File: src/rtl/serial_subtractor_if.sv
// ============================================================================
// Module      : serial_subtractor_if
// Description : Request/result bundle for the bit-serial subtractor.
// Revision    : 1.0 - initial release
// ============================================================================
`default_nettype none

interface serial_subtractor_if #(
    parameter int WIDTH = 4
);
    logic             start;
    logic [WIDTH:0]   sum_in;
    logic [WIDTH-1:0] a;
    logic [WIDTH:0]   diff;
    logic             borrow;
    logic             ovf;
    logic             busy;
    logic             done;

    modport master (
        output start, sum_in, a,
        input  diff, borrow, ovf, busy, done
    );

    modport slave (
        input  start, sum_in, a,
        output diff, borrow, ovf, busy, done
    );
endinterface

`default_nettype wire

File: src/rtl/serial_subtractor.sv
// ============================================================================
// Module      : serial_subtractor
// Description : Bit-serial DIFF = SUM_IN - A, LSB first, one full-subtractor cell.
// Revision    : 1.0 - initial release
// ============================================================================
`default_nettype none

module serial_subtractor #(
    parameter int WIDTH = 4
) (
    input  wire logic           clk,
    input  wire logic           rst_n,
    serial_subtractor_if.slave  bus
);
    localparam int c_CNT_W = $clog2(WIDTH + 1);

    typedef enum logic [1:0] {
        IDLE  = 2'd0,
        SHIFT = 2'd1,
        FIN   = 2'd2
    } state_t;

    state_t             r_state;
    state_t             w_state_nxt;

    logic [WIDTH:0]     r_sreg;
    logic [WIDTH:0]     r_areg;
    logic [WIDTH:0]     r_res;
    logic [WIDTH:0]     r_diff;
    logic [c_CNT_W-1:0] r_cnt;
    logic               r_b;
    logic               r_borrow;
    logic               r_ovf;

    logic               w_s;
    logic               w_a;
    logic               w_d;
    logic               w_b_nxt;
    logic               w_last;
    logic               w_accept;

    // Single full-subtractor cell on the current LSBs.
    assign w_s      = r_sreg[0];
    assign w_a      = r_areg[0];
    assign w_d      = w_s ^ w_a ^ r_b;
    assign w_b_nxt  = (~w_s & w_a) | (~w_s & r_b) | (w_a & r_b);
    assign w_last   = (r_cnt == c_CNT_W'(WIDTH));
    assign w_accept = (r_state == IDLE) && bus.start;

    always_ff @(posedge clk or negedge rst_n) begin
        if (!rst_n) begin
            r_state <= IDLE;
        end else begin
            r_state <= w_state_nxt;
        end
    end

    always_comb begin
        w_state_nxt = r_state;
        case (r_state)
            IDLE:    if (bus.start) w_state_nxt = SHIFT;
            SHIFT:   if (w_last)    w_state_nxt = FIN;
            FIN:     w_state_nxt = IDLE;
            default: w_state_nxt = IDLE;
        endcase
    end

    always_ff @(posedge clk or negedge rst_n) begin
        if (!rst_n) begin
            r_sreg   <= '0;
            r_areg   <= '0;
            r_res    <= '0;
            r_cnt    <= '0;
            r_b      <= 1'b0;
            r_diff   <= '0;
            r_borrow <= 1'b0;
            r_ovf    <= 1'b0;
        end else if (w_accept) begin
            r_sreg <= bus.sum_in;
            r_areg <= {1'b0, bus.a};
            r_res  <= '0;
            r_cnt  <= '0;
            r_b    <= 1'b0;
        end else if (r_state == SHIFT) begin
            r_sreg <= {1'b0, r_sreg[WIDTH:1]};
            r_areg <= {1'b0, r_areg[WIDTH:1]};
            r_res  <= {w_d, r_res[WIDTH:1]};
            r_cnt  <= r_cnt + 1'b1;
            r_b    <= w_b_nxt;
            // The last bit bypasses r_res so the result lands on this edge.
            if (w_last) begin
                r_diff   <= {w_d, r_res[WIDTH:1]};
                r_borrow <= w_b_nxt;
                r_ovf    <= w_d & ~w_b_nxt;
            end
        end
    end

    assign bus.diff   = r_diff;
    assign bus.borrow = r_borrow;
    assign bus.ovf    = r_ovf;
    assign bus.busy   = (r_state == SHIFT);
    assign bus.done   = (r_state == FIN);

endmodule

`default_nettype wire

File: src/flat_wrapper.sv
// flat-port wrapper written by rule: the top's interface ports become plain ports
module serial_subtractor_flat 
#(
    parameter int WIDTH = 4
)
  (clk, rst_n, bus_start, bus_sum_in, bus_a, bus_diff, bus_borrow, bus_ovf, bus_busy, bus_done);
  serial_subtractor_if #(.WIDTH(WIDTH)) bus_i ();
  input  wire logic clk;
  input  wire logic rst_n;
  input wire logic [$bits(bus_i.start)-1:0] bus_start;
  input wire logic [$bits(bus_i.sum_in)-1:0] bus_sum_in;
  input wire logic [$bits(bus_i.a)-1:0] bus_a;
  output wire logic [$bits(bus_i.diff)-1:0] bus_diff;
  output wire logic [$bits(bus_i.borrow)-1:0] bus_borrow;
  output wire logic [$bits(bus_i.ovf)-1:0] bus_ovf;
  output wire logic [$bits(bus_i.busy)-1:0] bus_busy;
  output wire logic [$bits(bus_i.done)-1:0] bus_done;
  assign bus_i.start = bus_start;
  assign bus_i.sum_in = bus_sum_in;
  assign bus_i.a = bus_a;
  assign bus_diff = bus_i.diff;
  assign bus_borrow = bus_i.borrow;
  assign bus_ovf = bus_i.ovf;
  assign bus_busy = bus_i.busy;
  assign bus_done = bus_i.done;
  serial_subtractor #(.WIDTH(WIDTH)) u_core (.clk(clk), .rst_n(rst_n), .bus(bus_i));
endmodule
File: config.mk
export PLATFORM = sky130hd
export DESIGN_NAME = serial_subtractor_flat
export DESIGN_NICKNAME = d
export VERILOG_FILES = /design/src/rtl/serial_subtractor_if.sv /design/src/rtl/serial_subtractor.sv /design/src/flat_wrapper.sv
export SDC_FILE = /design/constraint.sdc
export NUM_CORES = 1
export LEC_CHECK = 0
export CAP_MARGIN = 15
export CORE_ASPECT_RATIO = 0.75
export CORE_UTILIZATION = 55
export CTS_CLUSTER_DIAMETER = 80
export DETAILED_ROUTE_END_ITERATION = 16
export GPL_TIMING_DRIVEN = 0
export PLACE_DENSITY = 0.9
export SYNTH_ARGS = -nofsm -noshare
export SYNTH_HDL_FRONTEND = slang
export SYNTH_SLANG_ARGS = --single-unit
export TNS_END_PERCENT = 1
File: constraint.sdc
create_clock -name clk -period 2.4 [get_ports clk]
set_clock_uncertainty 0.2 [all_clocks]
set_input_delay 0.36 -clock clk [delete_from_list [all_inputs] [get_ports clk]]
set_output_delay 0.36 -clock clk [all_outputs]
set_load 0.05 [all_outputs]
### Yosys cells after proc, flatten, opt, wreduce, memory -nomap -nowiden

Cells that the tools add are included.

* add/sub/neg operators: 1
* equal/unequal tests: 5
* muxes and demuxes: 13
* bitwise logic cells: 11
* reduce and logical (&&, ||, !) cells: 5

Operator list (number)
* two-way mux 5 bit: 6
* two-way mux 3 bit: 2
* bitwise AND 1 bit: 4
* two-way mux 2 bit: 2
* case mux 2 bit (2 select lines): 1
* adder 3 x 1 -> 3 bit, second input constant: 1
* == test 3 bit, second input constant: 1
* inverter 1 bit: 3
* AND reduction 3 bit: 1
* == test 2 x 1 -> 1 bit, second input constant: 1
* == test 2 bit, second input constant: 1
* zero test 2 bit: 1
* two-way mux 1 bit: 2
* inequality test 2 x 1 -> 1 bit, second input constant: 1
* inequality test 2 bit, second input constant: 1
* OR 1 bit: 2
* AND reduction 2 bit: 1
* nonzero test 2 bit: 1
* bitwise XOR 1 bit: 2
* logical AND 1 bit: 1

* register bits: 28
* bits of input ports: 12
* output and inout port bits: 9

### Logic depth before layout (Yosys ltp)

* depth in word-level cells: 6
* depth in mapped cells: 4

### Worst setup path before layout

Ideal clock, no wire load.

* path type: register to output
* start: register u_core.r_state[0]
* end: output bus_done
* arrival: 1.386 ns
* required time: 1.840 ns
* setup slack: 0.454 ns
* cell stages (with the launch flop): 4
* buffers on the path: 2
* path through: dfrtp_1 buf_4 buf_2 nor2b_1

* longest elaborated chain between the ends: 1

RTL lines
* from (decl): line serial_subtractor.sv:23 `state_t r_state;`
* from (signal assigned): line serial_subtractor.sv:54 `r_state <= w_state_nxt;`
* == test 2 bit: line serial_subtractor.sv:103 `assign bus.done = (r_state == FIN);`
* to (decl): line flat_wrapper.sv:17 `output wire logic [$bits(bus_i.done)-1:0] bus_done;`

No other way between the ends.

### Worst setup path after layout

Ends and elaborated chain as after synthesis.

==> flow_summary.toml <==
[synthesis]
synth.most_common_cell = "dfrtp_1"
async_flop_share_pct = 100
syn_avg_cell_area_um2 = 13.6
synth_top_area_cell = "dfrtp_1"
synth_edf_count = 0
synth_top_area_share_pct = 51.9
syn-instance-count = 92
synth.distinct_cells = 23
ys.warnings.count = 0
syn-cell-area_um2 = 1250
ys_ff_latch = 26
synth_ff_type = "dfrtp_1"
synth_fp_nets = 107
synthTopCellsByArea = "dfrtp_1 (52%), mux2_4 (8.4%), a22o_1 (5.6%)"
ys_seq_area_share_pct = 51.9
synth_common_cells = "dfrtp_1 (26), inv_1 (11), a22o_1 (8), mux2_4 (7), nor3b_1 (7)"

[pwr]
power_density_nw_per_um2 = 1380
p_leak_nw = 0.731
ir_worst_vdd_mv = 0.717

[clock_network]
cts_root_buf = "clkbuf_4"
clockBufferDepth = 2
cts_sinks = 26
clk_pin_slew_ps = 130
cts_hold_buffers = 0
cts_tree = "built"
cts_buffers = 3
clkLatencyLatePin_ps = 320
htree_levels = 1

[place]
io_buffer_count = 20
place_congestion = 0.818
dp_hpwl_um = 1600

[critical_path]
crit_chain = "buf_4 > buf_2 > nor2b_1 > clkdlybuf4s15_1"
worst_path_largest_cell_delay_ps = 530
cp.required_ps = 1840
crit_path_start_kind = "flip-flop"
end_kind = "output port"
cp_max_fo = 10
crit_arrival_ps = 1740
path_class = "flip-flop to output port"
slowest_stage = "clkdlybuf4s15_1"

[finish]
area_growth_pct = 23.4
antenna_cells = 0
multiInputGateArea_um2 = 517
final_nets = 133
fillCellCount = 148
regArea_um2 = 651
drive_above_1_share_pct = 22.2

[sta]
period_share_pct = 96.0
hold_violations = 0
worst_slew_pin_slew_ps = 520
holdWs_ps = 92.4
fin_tns_setup_ps = 0
fmax_ghz = 0.434
finalMaxSlewViolations = 0
period_minus_slack_ps = 2300
finalSetupViolCount = 0
relSlewSlack_pct = 65.5
rsz0062_at_grt = "false"

[global_route]
grt-ovfl-total = 0
grt_pass1_vias = 858
antenna_found_initial = 0
grt_max_degree = 27
grtUsageTotal_pct = 21.5
grt_pass1_wl_um = 3900

[flow_run]
cap_violations = 0

[floorplan]
coreArea_um2 = 2080
start_util_pct = 60.1
row_count = 14
die_x_um = 57.1
ios = 21
dieArea_um2 = 2480
die_h_um = 43.3

[status]
outcome = "complete, but fails checks"
violations = "design-rule violations"

[min_path]
hold_path_class = "input port to asynchronous set/reset pin"

[drt]
totalWireLength_um = 2230
num_vias = 815
dr.pass1.iters = 10
drt_iter0_markers = 18
via_per_inst = 5.78
wl_per_cell_um = 15.8
drc_errors = 4
ant_nets = 0
==> final timing paths <==
check,cells past startpoint,slack (ps),to,from
max in group asynchronous,2,1500,u_core.r_state[0]$_DFFE_PN0P_,rst_n
min in group clk,1,320,u_core.bus.diff[0]$_DFFE_PN0P_,u_core.bus.diff[0]$_DFFE_PN0P_
hold reg to reg,1,320,u_core.bus.diff[0]$_DFFE_PN0P_,u_core.bus.diff[0]$_DFFE_PN0P_
setup reg to reg,4,790,u_core.bus.ovf$_DFFE_PN0P_,u_core.r_cnt[0]$_DFFE_PN0P_
setup / recovery,4,100,bus_done,u_core.r_state[0]$_DFFE_PN0P_
hold / removal,1,90,u_core.r_sreg[1]$_DFFE_PN0P_,rst_n
==> placed cells by master (no fill, tap or decap) <==
cell type / n
clkbuf_4: 3
nor2b_1: 3
o21bai_4: 1
nor2_1: 1
a211oi_2: 3
a211oi_1: 3
nand4b_4: 1
nor4b_1: 5
buf_16: 1
ha_1: 2
buf_2: 3
nor3b_1: 7
buf_6: 2
dlygate4sd2_1: 1
mux2_4: 7
a221o_1: 1
clkdlybuf4s50_1: 18
buf_4: 1
a22o_1: 8
a31oi_1: 1
inv_1: 11
and3b_1: 1
nor4b_2: 2
clkbuf_8: 1
dfrtp_1: 26
fa_1: 1
a221oi_1: 1
clkdlybuf4s15_1: 1
mux2_2: 1
==> area by class of cell <==
class	count	share of cell area, %
inverters	11	2.67
clock buffers	4	2.35
repair buffers	21	14.6
plain buffers	6	2.91
multi-input cells	49	33.4
flip-flops and latches	26	42.1
well taps	24	1.94
==> critical path, delay by kind of cell (launching register included) <==
| family | cells | cell delay [ps] |
|---|---|---|
| buffers and inverters | 3 | 910 |
| AND/OR/NAND/NOR | 1 | 120 |
| flip-flops | 1 | 400 |
==> state kept, by name (all words and copies together) (netlist names) <==
signal,cells
u_core.r_cnt,3
u_core.r_areg,4
u_core.r_sreg,5
u_core.bus.borrow,1
u_core.bus.diff,5
u_core.r_res,4
u_core.r_b,1
u_core.r_state,2
u_core.bus.ovf,1
==> kinds of logic after synthesis <==
logic type | count (synthesis) | share of synthesized area (%)
flip-flops | 26 | 51.9
buffers and inverters | 17 | 6.89
AO/OA/AOI/OAI | 18 | 13.9
multiplexers | 8 | 9.28
adder cells (fa/ha/maj) | 3 | 3.59
AND/OR/NAND/NOR | 20 | 14.5
==> per-layer routing <==
| metal | up-vias | part of all wire (%) | wire [um] | GRT usage (%) |
|---|---|---|---|---|
| li1 | 382 | - | - | - |
| met3 | 6 | 4.1 | 91 | 5.37 |
| met1 | 404 | 46 | 1030 | 27.5 |
| met2 | 23 | 48 | 1070 | 35.5 |
| met4 | 0 | 2.0 | 45 | 9.27 |
| met5 | - | 0 | 0 | 0 |
==> what timing repair did <==
item                       4_1_cts  5_1_grt
gates resized for setup          2        1
setup endpoints to repair        2        1
pin swaps                        0        0
setup buffers                    0        0
==> power breakdown <==
group / internal [mW] / total (mW) / switching (mW)
Sequential: 0.634 / 0.756 / 0.122
Clock: 0.0929 / 0.216 / 0.123
Combinational: 0.534 / 1.17 / 0.633
Total: 1.26 / 2.14 / 0.878
==> metrics by stage <==
stage               setup WS (ps)  std cells  utilization, %  total power, mW  instance area (um2)
floorplan                     454         92               -             1.63                 1250
global placement              209        136            71.2             1.89                 1480
detailed placement            158        136            71.2             1.94                 1480
CTS                          64.3        140            72.8             2.15                 1520
global route                 7.75        141            74.2             2.28                 1550
finish                       95.4        141            74.2             2.14                 1550
No activity file was read; power rests on OpenSTA's default activity.
